`src/rtl/char_seq_ctrl_if.sv`:
```
// Handshake and pixel bus between the banner sequencer and its driver:
// control pulses, text and pixel coordinates in; renderer selects and status out.
interface char_seq_ctrl_if #(
  parameter int NUM_CHARS = 8
);
  logic                   frame_tick;
  logic                   start;
  logic                   clear;
  logic [4*NUM_CHARS-1:0] text;
  logic [9:0]             x;
  logic [9:0]             y;
  logic [9:0]             start_x;
  logic [9:0]             start_y;
  logic [9:0]             x_o;
  logic [9:0]             y_o;
  logic [3:0]             glyph_sel;
  logic                   pixel_en;
  logic                   busy;
  logic                   done;

  modport master (
    output frame_tick, start, clear, text, x, y,
    input  start_x, start_y, x_o, y_o, glyph_sel, pixel_en, busy, done
  );

  modport slave (
    input  frame_tick, start, clear, text, x, y,
    output start_x, start_y, x_o, y_o, glyph_sel, pixel_en, busy, done
  );
endinterface

```
`src/rtl/char_seq_ctrl.sv`:
```
// Text banner sequencer: decodes each pixel into a character cell and reveals,
// blinks (when CHAR_SEQ_BLINK_EN is defined) and then holds the string.
module char_seq_ctrl #(
  parameter int BASE_X        = 192,
  parameter int BASE_Y        = 220,
  parameter int NUM_CHARS     = 8,
  parameter int REVEAL_FRAMES = 4,
  parameter int BLINK_FRAMES  = 15,
  parameter int BLINK_COUNT   = 3
) (
  input logic            clk,
  input logic            rst_n,
  char_seq_ctrl_if.slave bus
);

  localparam int CELL_W  = 32;
  localparam int GLYPH_W = 26;
  localparam int GLYPH_H = 40;
  localparam int RW      = $clog2(NUM_CHARS + 1);
  localparam int FMAX    = (BLINK_FRAMES > REVEAL_FRAMES && BLINK_COUNT > 0) ?
                           BLINK_FRAMES : REVEAL_FRAMES;
  localparam int FW      = (FMAX > 1) ? $clog2(FMAX) : 1;
`ifdef CHAR_SEQ_BLINK_EN
  localparam int BW      = $clog2(2 * BLINK_COUNT + 1);
`endif

  typedef enum logic [1:0] {IDLE, REVEAL, BLINK, SHOW} state_e;

  state_e                 state_q;
  logic [4*NUM_CHARS-1:0] text_q;
  logic [RW-1:0]          rev_q;
  logic [FW-1:0]          fcnt_q;
  logic                   busy_q;
  logic                   done_q;
`ifdef CHAR_SEQ_BLINK_EN
  logic [BW-1:0]          bcnt_q;
  logic                   blink_on_q;
`endif

  logic [9:0] off_d;
  logic [4:0] idx_d;
  logic       row_hit_d, col_hit_d, in_glyph_d, visible_d;
  logic [3:0] code_d;
  logic       pixel_en_d;
  logic [9:0] start_x_d, start_y_d;

  logic [9:0] start_x_q, start_y_q, x_q, y_q;
  logic [3:0] glyph_sel_q;
  logic       pixel_en_q;

  // Cell decode runs on the state as it stood before this clock edge.
  always_comb begin
    off_d      = bus.x - 10'(BASE_X);
    idx_d      = off_d[9:5];
    row_hit_d  = (bus.y >= 10'(BASE_Y)) && ({1'b0, bus.y} < 11'(BASE_Y + GLYPH_H));
    col_hit_d  = (bus.x >= 10'(BASE_X)) &&
                 ({1'b0, bus.x} < 11'(BASE_X + CELL_W * NUM_CHARS));
    in_glyph_d = off_d[4:0] < 5'(GLYPH_W);
    code_d     = '0;
    for (int i = 0; i < NUM_CHARS; i++) begin
      if (idx_d == 5'(i)) code_d = text_q[4*i +: 4];
    end
    case (state_q)
      REVEAL:  visible_d = {1'b0, idx_d} < 6'(rev_q);
`ifdef CHAR_SEQ_BLINK_EN
      BLINK:   visible_d = blink_on_q;
`endif
      SHOW:    visible_d = 1'b1;
      default: visible_d = 1'b0;
    endcase
    pixel_en_d = row_hit_d & col_hit_d & in_glyph_d & visible_d & (code_d != 4'd0);
    start_x_d  = pixel_en_d ? (10'(BASE_X) + {idx_d, 5'b0}) : '0;
    start_y_d  = pixel_en_d ? 10'(BASE_Y) : '0;
  end

  always_ff @(posedge clk or negedge rst_n) begin
    if (!rst_n) begin
      pixel_en_q  <= 1'b0;
      glyph_sel_q <= '0;
      start_x_q   <= '0;
      start_y_q   <= '0;
      x_q         <= '0;
      y_q         <= '0;
    end else begin
      pixel_en_q  <= pixel_en_d;
      glyph_sel_q <= pixel_en_d ? code_d : 4'd0;
      start_x_q   <= start_x_d;
      start_y_q   <= start_y_d;
      x_q         <= bus.x;
      y_q         <= bus.y;
    end
  end

  // Clear beats start, and start beats a coincident frame tick.
  always_ff @(posedge clk or negedge rst_n) begin
    if (!rst_n) begin
      state_q    <= IDLE;
      text_q     <= '0;
      rev_q      <= '0;
      fcnt_q     <= '0;
      busy_q     <= 1'b0;
      done_q     <= 1'b0;
`ifdef CHAR_SEQ_BLINK_EN
      bcnt_q     <= '0;
      blink_on_q <= 1'b0;
`endif
    end else begin
      done_q <= 1'b0;
      if (bus.clear) begin
        state_q <= IDLE;
        busy_q  <= 1'b0;
      end else if (bus.start) begin
        text_q  <= bus.text;
        rev_q   <= '0;
        fcnt_q  <= '0;
        state_q <= REVEAL;
        busy_q  <= 1'b1;
      end else if (bus.frame_tick) begin
        case (state_q)
          REVEAL: begin
            if (fcnt_q == FW'(REVEAL_FRAMES - 1)) begin
              fcnt_q <= '0;
              rev_q  <= rev_q + 1'b1;
              if (rev_q == RW'(NUM_CHARS - 1)) begin
`ifdef CHAR_SEQ_BLINK_EN
                state_q    <= BLINK;
                blink_on_q <= 1'b1;
                bcnt_q     <= '0;
`else
                state_q <= SHOW;
                busy_q  <= 1'b0;
                done_q  <= 1'b1;
`endif
              end
            end else begin
              fcnt_q <= fcnt_q + 1'b1;
            end
          end
`ifdef CHAR_SEQ_BLINK_EN
          BLINK: begin
            if (fcnt_q == FW'(BLINK_FRAMES - 1)) begin
              fcnt_q     <= '0;
              blink_on_q <= ~blink_on_q;
              bcnt_q     <= bcnt_q + 1'b1;
              if (bcnt_q == BW'(2 * BLINK_COUNT - 1)) begin
                state_q <= SHOW;
                busy_q  <= 1'b0;
                done_q  <= 1'b1;
              end
            end else begin
              fcnt_q <= fcnt_q + 1'b1;
            end
          end
`endif
          default: ;
        endcase
      end
    end
  end

  assign bus.pixel_en  = pixel_en_q;
  assign bus.glyph_sel = glyph_sel_q;
  assign bus.start_x   = start_x_q;
  assign bus.start_y   = start_y_q;
  assign bus.x_o       = x_q;
  assign bus.y_o       = y_q;
  assign bus.busy      = busy_q;
  assign bus.done      = done_q;

endmodule

```
`src/flat_wrapper.sv`:
```
// flat-port wrapper written by rule: the top's interface ports become plain ports
module char_seq_ctrl_flat 
#(
  parameter int BASE_X        = 192,
  parameter int BASE_Y        = 220,
  parameter int NUM_CHARS     = 8,
  parameter int REVEAL_FRAMES = 4,
  parameter int BLINK_FRAMES  = 15,
  parameter int BLINK_COUNT   = 3
)
  (clk, rst_n, bus_frame_tick, bus_start, bus_clear, bus_text, bus_x, bus_y, bus_start_x, bus_start_y, bus_x_o, bus_y_o, bus_glyph_sel, bus_pixel_en, bus_busy, bus_done);
  char_seq_ctrl_if #(.NUM_CHARS(NUM_CHARS)) bus_i ();
  input logic clk;
  input logic rst_n;
  input wire logic [$bits(bus_i.frame_tick)-1:0] bus_frame_tick;
  input wire logic [$bits(bus_i.start)-1:0] bus_start;
  input wire logic [$bits(bus_i.clear)-1:0] bus_clear;
  input wire logic [$bits(bus_i.text)-1:0] bus_text;
  input wire logic [$bits(bus_i.x)-1:0] bus_x;
  input wire logic [$bits(bus_i.y)-1:0] bus_y;
  output wire logic [$bits(bus_i.start_x)-1:0] bus_start_x;
  output wire logic [$bits(bus_i.start_y)-1:0] bus_start_y;
  output wire logic [$bits(bus_i.x_o)-1:0] bus_x_o;
  output wire logic [$bits(bus_i.y_o)-1:0] bus_y_o;
  output wire logic [$bits(bus_i.glyph_sel)-1:0] bus_glyph_sel;
  output wire logic [$bits(bus_i.pixel_en)-1:0] bus_pixel_en;
  output wire logic [$bits(bus_i.busy)-1:0] bus_busy;
  output wire logic [$bits(bus_i.done)-1:0] bus_done;
  assign bus_i.frame_tick = bus_frame_tick;
  assign bus_i.start = bus_start;
  assign bus_i.clear = bus_clear;
  assign bus_i.text = bus_text;
  assign bus_i.x = bus_x;
  assign bus_i.y = bus_y;
  assign bus_start_x = bus_i.start_x;
  assign bus_start_y = bus_i.start_y;
  assign bus_x_o = bus_i.x_o;
  assign bus_y_o = bus_i.y_o;
  assign bus_glyph_sel = bus_i.glyph_sel;
  assign bus_pixel_en = bus_i.pixel_en;
  assign bus_busy = bus_i.busy;
  assign bus_done = bus_i.done;
  char_seq_ctrl #(.BASE_X(BASE_X), .BASE_Y(BASE_Y), .NUM_CHARS(NUM_CHARS), .REVEAL_FRAMES(REVEAL_FRAMES), .BLINK_FRAMES(BLINK_FRAMES), .BLINK_COUNT(BLINK_COUNT)) u_core (.clk(clk), .rst_n(rst_n), .bus(bus_i));
endmodule
```
`config.mk`:
```
export PLATFORM = sky130hd
export DESIGN_NAME = char_seq_ctrl_flat
export DESIGN_NICKNAME = d
export VERILOG_FILES = /design/src/rtl/char_seq_ctrl_if.sv /design/src/rtl/char_seq_ctrl.sv /design/src/flat_wrapper.sv
export SDC_FILE = /design/constraint.sdc
export NUM_CORES = 1
export LEC_CHECK = 0
export ABC_CLOCK_PERIOD_IN_PS = 1800
export CAP_MARGIN = 30
export CORE_MARGIN = 8
export CORE_UTILIZATION = 42
export CTS_CLUSTER_DIAMETER = 40
export DETAILED_ROUTE_END_ITERATION = 16
export PLACE_DENSITY = 0.8
export SYNTH_ARGS = -nofsm -noshare
export SYNTH_HDL_FRONTEND = slang
export SYNTH_SLANG_ARGS = --single-unit
```
`constraint.sdc`:
```
create_clock -name clk -period 1.8 [get_ports clk]
set_clock_uncertainty 0.05 [all_clocks]
set_input_delay 0.36 -clock clk [delete_from_list [all_inputs] [get_ports clk]]
set_output_delay 0.36 -clock clk [all_outputs]
set_load 0.02 [all_outputs]
```
Yosys cells after proc, flatten, opt, wreduce, memory -nomap -nowiden
Cells that the tools add are included.
{"block": "word_totals", "mem_bits_rw": 0, "inputBits": 57, "regBits": 89, "latchBits": 0, "romBits": 0, "n_memories": 0, "wordCells": 91}
{"block": "classes", "order_cmp": 6, "shifts": 0, "multipliers": 0, "add_sub_neg": 4, "div": 0, "bitwise_logic": 5, "reduce_logical": 15, "n_mux": 38, "eq_ne": 11}
{"operator": "4-bit 2-to-1 mux", "count": 17}
{"operator": "5-bit by 3-bit equality test with 1-bit output, second input constant", "count": 4}
{"operator": "10-bit by 8-bit >= comparator with 1-bit output, second input constant", "count": 2}
{"operator": "10-bit by 9-bit < comparator with 1-bit output, second input constant", "count": 2}
{"operator": "1-bit 2-to-1 mux", "count": 12}
{"operator": "2-bit 2-to-1 mux", "count": 6}
{"operator": "3-bit nonzero test", "count": 4}
{"operator": "8-bit by 10-bit adder with 10-bit output, first input constant", "count": 1}
{"operator": "5-bit by 2-bit equality test with 1-bit output, second input constant", "count": 2}
{"operator": "10-bit 2-to-1 mux", "count": 1}
{"operator": "10-bit by 8-bit subtractor with 10-bit output, second input constant", "count": 1}
{"operator": "4-bit by 1-bit adder with 4-bit output, second input constant", "count": 2}
{"operator": "8-bit 2-to-1 mux", "count": 1}
{"operator": "4-bit AND reduction", "count": 2}
{"operator": "2-bit nonzero test", "count": 3}
{"operator": "5-bit by 1-bit equality test with 1-bit output, second input constant", "count": 1}
{"operator": "5-bit logical NOT", "count": 1}
{"operator": "5-bit by 4-bit < comparator with 1-bit output", "count": 1}
{"operator": "5-bit < comparator, second input constant", "count": 1}
{"operator": "1-bit AND", "count": 4}
{"operator": "4-bit by 2-bit equality test with 1-bit output, second input constant", "count": 1}
{"operator": "4-bit by 3-bit equality test with 1-bit output, second input constant", "count": 1}
{"operator": "4-bit nonzero test", "count": 1}
{"operator": "3-bit AND reduction", "count": 1}
{"operator": "other kinds (6)", "count": 7}

Depth between registers and ports, before layout
{"block": "logic_depth", "depth_word": 13, "ltp_mapped": 7, "ltp_nobuf": 7}

Worst setup path after synthesis
No wires, ideal clock.
{"block": "synth_path", "path_kind": "input-to-reg", "startpoint": "input port bus_x[6]", "endpoint": "register u_core.start_x_q[7] (netlist: u_core.bus.start_x[7])", "setup_slack_ps": -451, "stages": 6, "setup_ps": 161, "arrival_ps": 2040, "t_required_ps": 1589, "path_cell_list": "ha_1 > or2_0 > mux4_2 > a22o_1 > a31oi_1 > a221oi_1"}
{"block": "synth_via", "elab_chain_len": 13, "elab_cells_between_ends": 29, "cone_classes": "2 x add/sub; 3 x order compare; 7 x eq/ne; 10 x mux; 4 x bitwise; 3 x reduce/logical"}
{"element": "from (decl)", "line_no": "flat_wrapper.sv:19", "text": "input wire logic [$bits(bus_i.x)-1:0] bus_x;"}
{"element": "10-bit by 8-bit subtractor with 10-bit output", "line_no": "char_seq_ctrl.sv:53", "text": "off_d = bus.x - 10'(BASE_X);"}
{"element": "5-bit logical NOT", "line_no": "char_seq_ctrl.sv:61", "text": "if (idx_d == 5'(i)) code_d = text_q[4*i +: 4];"}
{"element": "4-bit 2-to-1 mux (8 in a row)", "line_no": "char_seq_ctrl.sv:61"}
{"element": "4-bit nonzero test", "line_no": "char_seq_ctrl.sv:71", "text": "pixel_en_d = row_hit_d & col_hit_d & in_glyph_d & visible_d & (code_d != 4'd0);"}
{"element": "1-bit AND", "line_no": "char_seq_ctrl.sv:71"}
{"element": "10-bit 2-to-1 mux (*)", "line_no": "char_seq_ctrl.sv:72", "text": "start_x_d = pixel_en_d ? (10'(BASE_X) + {idx_d, 5'b0}) : '0;"}
{"element": "net u_core.start_x_d[7]", "line_no": "char_seq_ctrl.sv:45", "text": "logic [9:0] start_x_d, start_y_d;"}
{"element": "to (signal assigned)", "line_no": "char_seq_ctrl.sv:87", "text": "start_x_q <= start_x_d;"}
{"element": "to (decl)", "line_no": "char_seq_ctrl.sv:47", "text": "logic [9:0] start_x_q, start_y_q, x_q, y_q;"}
Mark *: on every way through the listed nets, which the timed path passes. The rest lies on a longest branch.
A chain may end at the register's enable or synchronous reset.

Worst setup path in the final report
{"block": "layout_path", "startpoint": "register u_core.text_q[13]", "endpoint": "register u_core.start_x_q[6] (netlist: u_core.bus.start_x[6])"}
{"block": "layout_via", "elab_chain_len": 8}
{"element": "from (decl)", "line_no": "char_seq_ctrl.sv:30", "text": "logic [4*NUM_CHARS-1:0] text_q;"}
{"element": "from (signal assigned)", "line_no": "char_seq_ctrl.sv:113", "text": "text_q <= bus.text;"}
{"element": "4-bit 2-to-1 mux (5 in a row)", "line_no": "char_seq_ctrl.sv:61"}
{"element": "4-bit nonzero test", "line_no": "char_seq_ctrl.sv:71"}
{"element": "1-bit AND", "line_no": "char_seq_ctrl.sv:71"}
{"element": "10-bit 2-to-1 mux", "line_no": "char_seq_ctrl.sv:72"}
{"element": "net u_core.start_x_d[6]", "line_no": "char_seq_ctrl.sv:45"}
The timed path passes the listed nets, and every way through them passes these cells.

==> qor.yml <==
status: "finished, violations left"
violations: "negative setup slack"
wl_per_cell_um: 16.4
viasPerCell: 5.10
wirelength_mm: 8.25
fin_crit_ns: 1.93
ys_warn_count: 0
dieArea_um2: 11000
drc: 0
clock_path_buffers: 2
rows: 32
synth_area_leader_cell: "dfrtp_1"
cp_num_buf_inv: 1
grt_max_degree: 43
start_util_pct: 43.1
clkSlewWorstSetupHoldPaths_ns: 0.07
core_um2: 7690
grt_pass1_vias: 2803
leakage_nw: 2.17
ys_types: 49
fp.dieW_um: 105
synth_edf_count: 0
vias: 2568
io_buffer_count: 93
drv_cap: 0
drive_gt1_share_pct: 31.1
insertion_delay_ns: 0.34
p_per_area_nw_per_um2: 868
io_pins: 104
htree_levels: 3
pre_cts_slack_ns: -0.922
dr.first_iter.drc_count: 95
finalWorstSetupSlack_ns: -0.131
critPathTopFamily: "compound AO/OA/AOI/OAI gates"
cts_buffers: 9
netlist_top_cells_count: "dfrtp_1, mux2_2, nand2_1"
gr-total-overflow: 0
slowest_stage: "dfrtp_1"
cp_max_fo: 5
setup_viol: 6
finalMaxSlewViolations: 0
die_h_um: 105
synth_area_leaders: "dfrtp_1, mux2_2, buf_4"
cts_tree: "done"
synth-seq-area-share_pct: 55.8
grt_pass1_wl_mm: 13.7
synthToLayoutAreaGrowth_pct: 50.7
worstPathCellList: "mux2_4 > or3_1 > a32o_2 > a221oi_4 > buf_6 > a211oi_2"
crit_required_ns: 1.97
tns_ns: -0.687
track_usage_pct: 15.2
rsz0062_at_grt: "yes"
yosysMostFrequentCell: "dfrtp_1"
first_pass_iters: 4
endpoint_kind: "flip-flop"
antenna_found_initial: 0
avgSynthCellArea_um2: 12.3
yosys.area.top_type_share_pct: 55.8
fmax_ghz: 0.518
ir_drop_uv: 551
n_antenna_cell: 0
cpPeakStageDelay_ns: 0.39
critPathKind: "flip-flop to flip-flop"
place_congestion: 0.837
synth_flop_cell: "dfrtp_1"
cts_root_buf: "clkbuf_8"
synth_area_um2: 3320
ys_async_sr_fraction_pct: 100
final_hold_viol_count: 0
cp-start-kind: "flip-flop"
cp_data_arrival_time_ns: 2.10
ys_seq_elements: 74
cts.sinks: 74
ant_nets: 0
dp_hpwl_mm: 6.01
hold_class: "input port to flip-flop"
period_share_pct: 107
fin_nets: 460
synth_cells: 269
## worst paths after layout
path | startpoint | cells after the start | slack, ns | endpoint
setup / recovery | u_core.text_q[13] | 6 | -0.13 | u_core.bus.start_x[6]
hold / removal | bus_x[7] | 1 | 0.10 | u_core.bus.x_o[7]
setup reg to reg | u_core.text_q[13] | 6 | -0.13 | u_core.bus.start_x[6]
hold reg to reg | u_core.text_q[0] | 1 | 0.46 | u_core.text_q[0]
max in group asynchronous | rst_n | 3 | 0.70 | u_core.fcnt_q[1]
min in group asynchronous | rst_n | 2 | 0.43 | u_core.text_q[21]
## through the flow
stage	power (mW)	instance area, µm²	instances	hold WS [ns]	util, %
6_report	4.34	5000	504	0.103	65.0
5_1_grt	4.53	5000	504	0.0879	65.0
4_1_cts	4.34	4930	503	0.152	64.1
3_5_place_dp	2.64	4540	477	0.283	59.0
3_3_place_gp	2.61	4540	477	0.273	59.0
2_1_floorplan	2.28	3390	279	0.0144	-
## cells in the final DEF (no fill, tap or decap), types with 5 or more instances in the layout
cell type / count
a211oi_2: 5
nor3_1: 6
buf_6: 5
a21oi_1: 5
conb_1: 11
dlygate4sd2_1: 8
mux2_2: 33
dfrtp_1: 73
mux2i_1: 6
nor2_1: 10
inv_1: 6
buf_4: 33
o21ai_0: 10
nand2_1: 15
clkdlybuf4s50_1: 81
clkbuf_8: 9
## per-layer routing
metal / global-route usage (%) / share of wire (%) / wire, µm / vias up
met5: 0 / 0 / 0 / -
met4: 7.14 / 2.0 / 167 / 0
met3: 4.67 / 6.3 / 521 / 17
met2: 25.0 / 49 / 4060 / 87
met1: 17.9 / 42 / 3490 / 1273
li1: - / - / - / 1191
## kinds of logic (layout without fill, tap and decap cells)
group           count (synthesis)  in the layout  synth area share [%]
fa+ha+maj                       6              6                  2.26
simple gates                   65             65                  10.4
compound gates                 42             42                  8.98
mux                            43             43                  15.6
buf+inv                        35            158                  6.00
other cells                     1             11                 0.113
flops                          74             74                  55.8
xor+xnor                        3              3                 0.793
## layout make-up
class | instances | area (µm²)
tap | 102 | 128
clock buffer | 9 | 124
inverter | 9 | 33.8
multi-input combinational | 170 | 1430
timing repair buffer | 133 | 1290
clock inverter | 7 | 141
sequential | 74 | 1850
fill | 582 | 2690
## flip-flops by register name (all words and copies together), names as in the netlist
| register | cells |
|---|---|
| u_core.fcnt_q | 4 |
| u_core.bus.x_o | 10 |
| u_core.bus.start_x | 5 |
| u_core.bus.y_o | 10 |
| u_core.bus.start_y | 1 |
| u_core.bus.busy | 1 |
| u_core.text_q | 32 |
| u_core.bus.done | 1 |
| u_core.rev_q | 4 |
| u_core.state_q | 2 |
| u_core.bus.glyph_sel | 4 |
## what timing repair did
action,4_1_cts,5_1_grt
hold endpoints to repair,32,0
hold buffers,1,0
setup buffers,9,2
pin swaps,13,14
gates resized for setup,33,20
setup endpoints to repair,15,13
## power breakdown
part	switching (mW)	total, mW	leakage [nW]	internal, mW
clock	0.600	1.66	0.129	1.06
sequential	0.0826	1.89	0.909	1.80
combinational	0.341	0.790	1.13	0.449
Power figures use the tool's default switching activity.
==> patch 1, RTL diff (same settings) <==
The 4 states of `state_e` get a one-hot encoding in 4 bits.
--- a/src/rtl/char_seq_ctrl.sv
+++ b/src/rtl/char_seq_ctrl.sv
@@ -24,7 +24,7 @@
   localparam int BW      = $clog2(2 * BLINK_COUNT + 1);
 `endif
 
-  typedef enum logic [1:0] {IDLE, REVEAL, BLINK, SHOW} state_e;
+  typedef enum logic [3:0] {IDLE = 4'b0001, REVEAL = 4'b0010, BLINK = 4'b0100, SHOW = 4'b1000} state_e;
 
   state_e                 state_q;
   logic [4*NUM_CHARS-1:0] text_q;
Formal check against the unedited RTL: same outputs for any inputs over 10 cycles, from zero or initial values and one cycle with rst_n low; not proved beyond that.
==> patch 1 against the original RTL <==
The flow still finishes with violations (negative setup slack); wire length fell by 1.1%; sequential share of layout area rose by 0.29 points; power fell by 6.6%; die area rose by 1.9%; setup slack got worse by 0.00075 ns; sequential cell count did not move; sequential power barely moved; first-iteration DRC count rose by 9.5%; final area fell by 0.70%; critical path type unchanged; largest power group unchanged; area after synthesis rose by 2.3%.
==> patch 1: results (changes against the original RTL) <==
[yosys]
seq_area_frac_synth = 0.546  ; -0.0120
yosys-top-cells-count = 73 x dfrtp_1, 34 x mux2_2, 17 x nor2_1
synth_compound_area_frac = 0.110  ; +0.0205
postSynthAreaPerCell_um2 = 12.4  ; +0.40%
synth.area.mux_share = 0.138  ; -0.0182
ys_top_cells_by_area = dfrtp_1 54%, mux2_2 11%, buf_4 3.5%
synthDistinctLibCells = 61  ; +24%
synthAdderAreaFrac = 0.0221  ; -0.000501
synth-xor-area-share = 0.0103  ; +0.00241

[sta]
setup_viol = 8  ; +2
timing.final.ws_setup_ns = -0.132  ; -0.000751 ns

[placement]
place_hpwl_um = 6430  ; +7.1%
place_congestion = 0.843  ; +0.67%
place_inst = 486  ; +1.9%

[layout]
drive_gt1_frac = 0.312  ; +0.000936
fin_cells = 506  ; +0.40%
nets = 462  ; +0.43%

[outcome]
status = complete, but fails checks
violations = negative setup slack

[routing]
finalWirelength_um = 8150  ; -1.1%
drt_iter0_drc = 104  ; +9.5%
via_count = 2545  ; -0.90%

[worst_setup_path]
critPathSlowestCell = mux4_2
critPathMaxStageDelay_ns = 0.47  ; +0.08 ns
cp_top_family = multiplexers

[global_route]
grt_pass1_vias = 2708  ; -3.4%
grt_first_pass_wirelength_um = 13200  ; -3.8%
grtUsageTotal = 0.146  ; -0.00644

[power]
p_leak_uw = 0.00213  ; -1.7%
vdd_ir_drop_max_mv = 0.379  ; -31%

## patch 1: cell type report
cell class | count | area [um^2]
sequential | 74 | 1850
fill | 607 | 2810
clock inverter | 5 | 77.6
clock buffer | 11 | 141
inverter | 9 | 36.3
timing repair buffer | 130 | 1220
tap | 102 | 128
multi-input combinational | 175 | 1500
## patch 1: timing repair
action / CTS / global route
resized for setup: 21 / 13
gates cloned: 0 / 0
setup endpoints to repair: 16 / 13
pin swaps: 7 / 7
hold buffers: 1 / 0
hold endpoints to repair: 16 / 0
setup buffers: 2 / 1
## patch 1: per-stage QoR
step           TNS [ns]  hold WS, ns  instance area (um^2)  setup WS [ns]   util
2_1_floorplan    -0.447       0.0144                  3510        -0.0917      -
3_3_place_gp      -8.90        0.198                  4650         -0.846  0.599
3_5_place_dp      -9.75        0.201                  4650         -0.911  0.599
4_1_cts          -0.873        0.145                  4900         -0.181  0.631
5_1_grt           -1.28        0.148                  4960         -0.188  0.639
6_report         -0.677        0.167                  4960         -0.132  0.639
## patch 1: power by group
part | internal, uW | switching [uW]
Clock | 814 | 585
Sequential | 1810 | 87.4
Combinational | 427 | 333
## patch 1: logic make-up after synthesis
family,Yosys count
AOI/OAI and AO/OA,50
xor gates and xnor gates,4
adders and majority gates,6
buffers and inverters,35
DFF,74
muxes,40
other,1
and+or+nand+nor,64
## patch 1: path summary, 6_finish.rpt
check | from | endpoint | cells past startpoint
max in group asynchronous | rst_n | u_core.text_q[7] | 3
min reg2reg | u_core.rev_q[3] | u_core.rev_q[3] | 1
max reg2reg | u_core.text_q[16] | u_core.bus.start_x[5] | 6
max | u_core.text_q[16] | u_core.bus.start_x[5] | 6
min in group asynchronous | rst_n | u_core.bus.done | 2
min | bus_x[6] | u_core.bus.x_o[6] | 1
## patch 1: layer usage
layer / vias to the layer above / part of all wire / global-route usage
li1: 1204 / - / -
met1: 1235 / 0.42 / 0.169
met2: 96 / 0.48 / 0.237
met3: 10 / 0.087 / 0.0591
met4: 0 / 0.015 / 0.0553
met5: - / 0 / 0
==> patch 2, RTL diff (same settings) <==
Made on the original files. `BLINK_FRAMES` is set to 15 in 2 places; all go to 17.
--- a/src/rtl/char_seq_ctrl.sv
+++ b/src/rtl/char_seq_ctrl.sv
@@ -5,7 +5,7 @@
   parameter int BASE_Y        = 220,
   parameter int NUM_CHARS     = 8,
   parameter int REVEAL_FRAMES = 4,
-  parameter int BLINK_FRAMES  = 15,
+  parameter int BLINK_FRAMES  = 17,
   parameter int BLINK_COUNT   = 3
 ) (
   input logic            clk,
--- a/src/flat_wrapper.sv
+++ b/src/flat_wrapper.sv
@@ -5,7 +5,7 @@
   parameter int BASE_Y        = 220,
   parameter int NUM_CHARS     = 8,
   parameter int REVEAL_FRAMES = 4,
-  parameter int BLINK_FRAMES  = 15,
+  parameter int BLINK_FRAMES  = 17,
   parameter int BLINK_COUNT   = 3
 )
   (clk, rst_n, bus_frame_tick, bus_start, bus_clear, bus_text, bus_x, bus_y, bus_start_x, bus_start_y, bus_x_o, bus_y_o, bus_glyph_sel, bus_pixel_en, bus_busy, bus_done);
Check against the original RTL: no difference found for any inputs over 10 cycles, from zero or initial values and one cycle with rst_n low; that may be too few to reach the edited logic, so the function may still have changed.
==> patch 2 against the original RTL <==
Power down 7.2%; combinational power grew 5.7%; count of clock-buffer cells in the layout unchanged; global-route usage shrank 0.20 points; the run still ends with negative setup slack left; wire length grew 2.2%; die area up 3.0%; first-iteration DRC count grew 46%; sequential share of layout area up 0.44 points; sequential cell count rose by 1; synthesized cell count rose by 8.9%; final area is 0.15% higher; area after synthesis grew 3.5%; critical path depth stayed put; setup slack gained 0.13 ns.
==> patch 2: results (changes against the original RTL) <==
[power]
p_leak_uw = 0.00213  ; -1.8%
pwr-share-clk = 0.311  ; -0.072
vdd_ir_drop_max_mv = 0.391  ; -29%
p_sw_frac = 0.274  ; +0.0378
p_sw_uw = 1100  ; +7.7%

[worst_setup_path]
critPathMaxStageDelay_ns = 0.47  ; +0.08 ns
cp_top_family = simple AND/OR/NAND/NOR gates
reg2reg_slack_ns = 0.04  ; +0.17 ns
critPathSlowestCell = clkdlybuf4s50_1

[floorplanning]
die-area_um2 = 11300  ; +3.0%
tap_cells = 105  ; +2.9%

[sta]
timing.final.ws_setup_ns = -0.00116  ; +0.130 ns
setup_viol = 1  ; -5
holdWs_ns = 0.100  ; -0.00282 ns
setup_tns_ns = -0.00116  ; +0.686 ns

[placement]
place_area_um2 = 4580  ; +1.0%
place_inst = 496  ; +4.0%
place_congestion = 0.807  ; -3.5%
place_hpwl_um = 6090  ; +1.4%
place_ws_ns = -0.726  ; +0.196 ns

[layout]
inv_count = 11  ; +2
drive_gt1_frac = 0.255  ; -0.0561
sh_seq_area = 0.375  ; +0.00444
multi_input_area_um2 = 1540  ; +7.4%
fin_cells = 521  ; +3.4%
buffers = 126  ; -5.3%
multi_input_gates = 188  ; +11%

[outcome]
status = complete, but fails checks
violations = negative setup slack

[global_route]
grtUsageTotal = 0.150  ; -0.00198
grtUsageMet3 = 0.0508  ; +0.00413
grt_first_pass_wirelength_um = 13600  ; -0.50%
grt_max_degree = 47  ; +9.3%
use_met2 = 0.261  ; +0.0107
grt_pass1_vias = 2783  ; -0.71%

[routing]
wl_met2_um = 4460  ; +9.8%
drt_iter0_drc = 139  ; +46%
drt-met1-wl_um = 3240  ; -7.2%

[yosys]
yosys-top-cells-count = 75 x dfrtp_1, 25 x nand2_1, 19 x mux2_2, 19 x nor2_1, 15 x buf_4
synthDistinctLibCells = 56  ; +14%
ys_top_cells_by_area = dfrtp_1 55%, mux2_2 6.2%, mux2_1 3.6%

[clock_tree]
post-cts-setup-buffers = 5  ; -4

[patch 2: how the worst max path moves through the flow]
| stage | start | end | slack (ns) | depth (start not counted) |
|---|---|---|---|---|
| 4_1_cts | u_core.text_q[24] | u_core.bus.start_x[7] | 0.003 | 6 |
| 5_1_grt | u_core.fcnt_q[1] | u_core.rev_q[3] | -0.08 | 7 |
| 6_report | bus_y[4] | u_core.bus.start_x[5] | -0.001 | 6 |
| 3_3_place_gp | bus_x[6] | u_core.bus.start_x[5] | -0.68 | 8 |
| 3_5_place_dp | bus_x[6] | u_core.bus.start_x[6] | -0.73 | 8 |
| 2_1_floorplan | bus_x[6] | u_core.bus.start_x[5] | -0.02 | 7 |
[patch 2: cell families (layout without fill, tap and decap cells)]
family	Yosys count	in the layout	share of synthesized area
xor gates and xnor gates	3	3	0.00765
muxes	37	37	0.120
other	1	11	0.00109
buffers and inverters	40	153	0.0703
and+or+nand+nor	75	75	0.116
adders and majority gates	6	6	0.0219
DFF	75	75	0.547
AOI/OAI and AO/OA	56	56	0.117
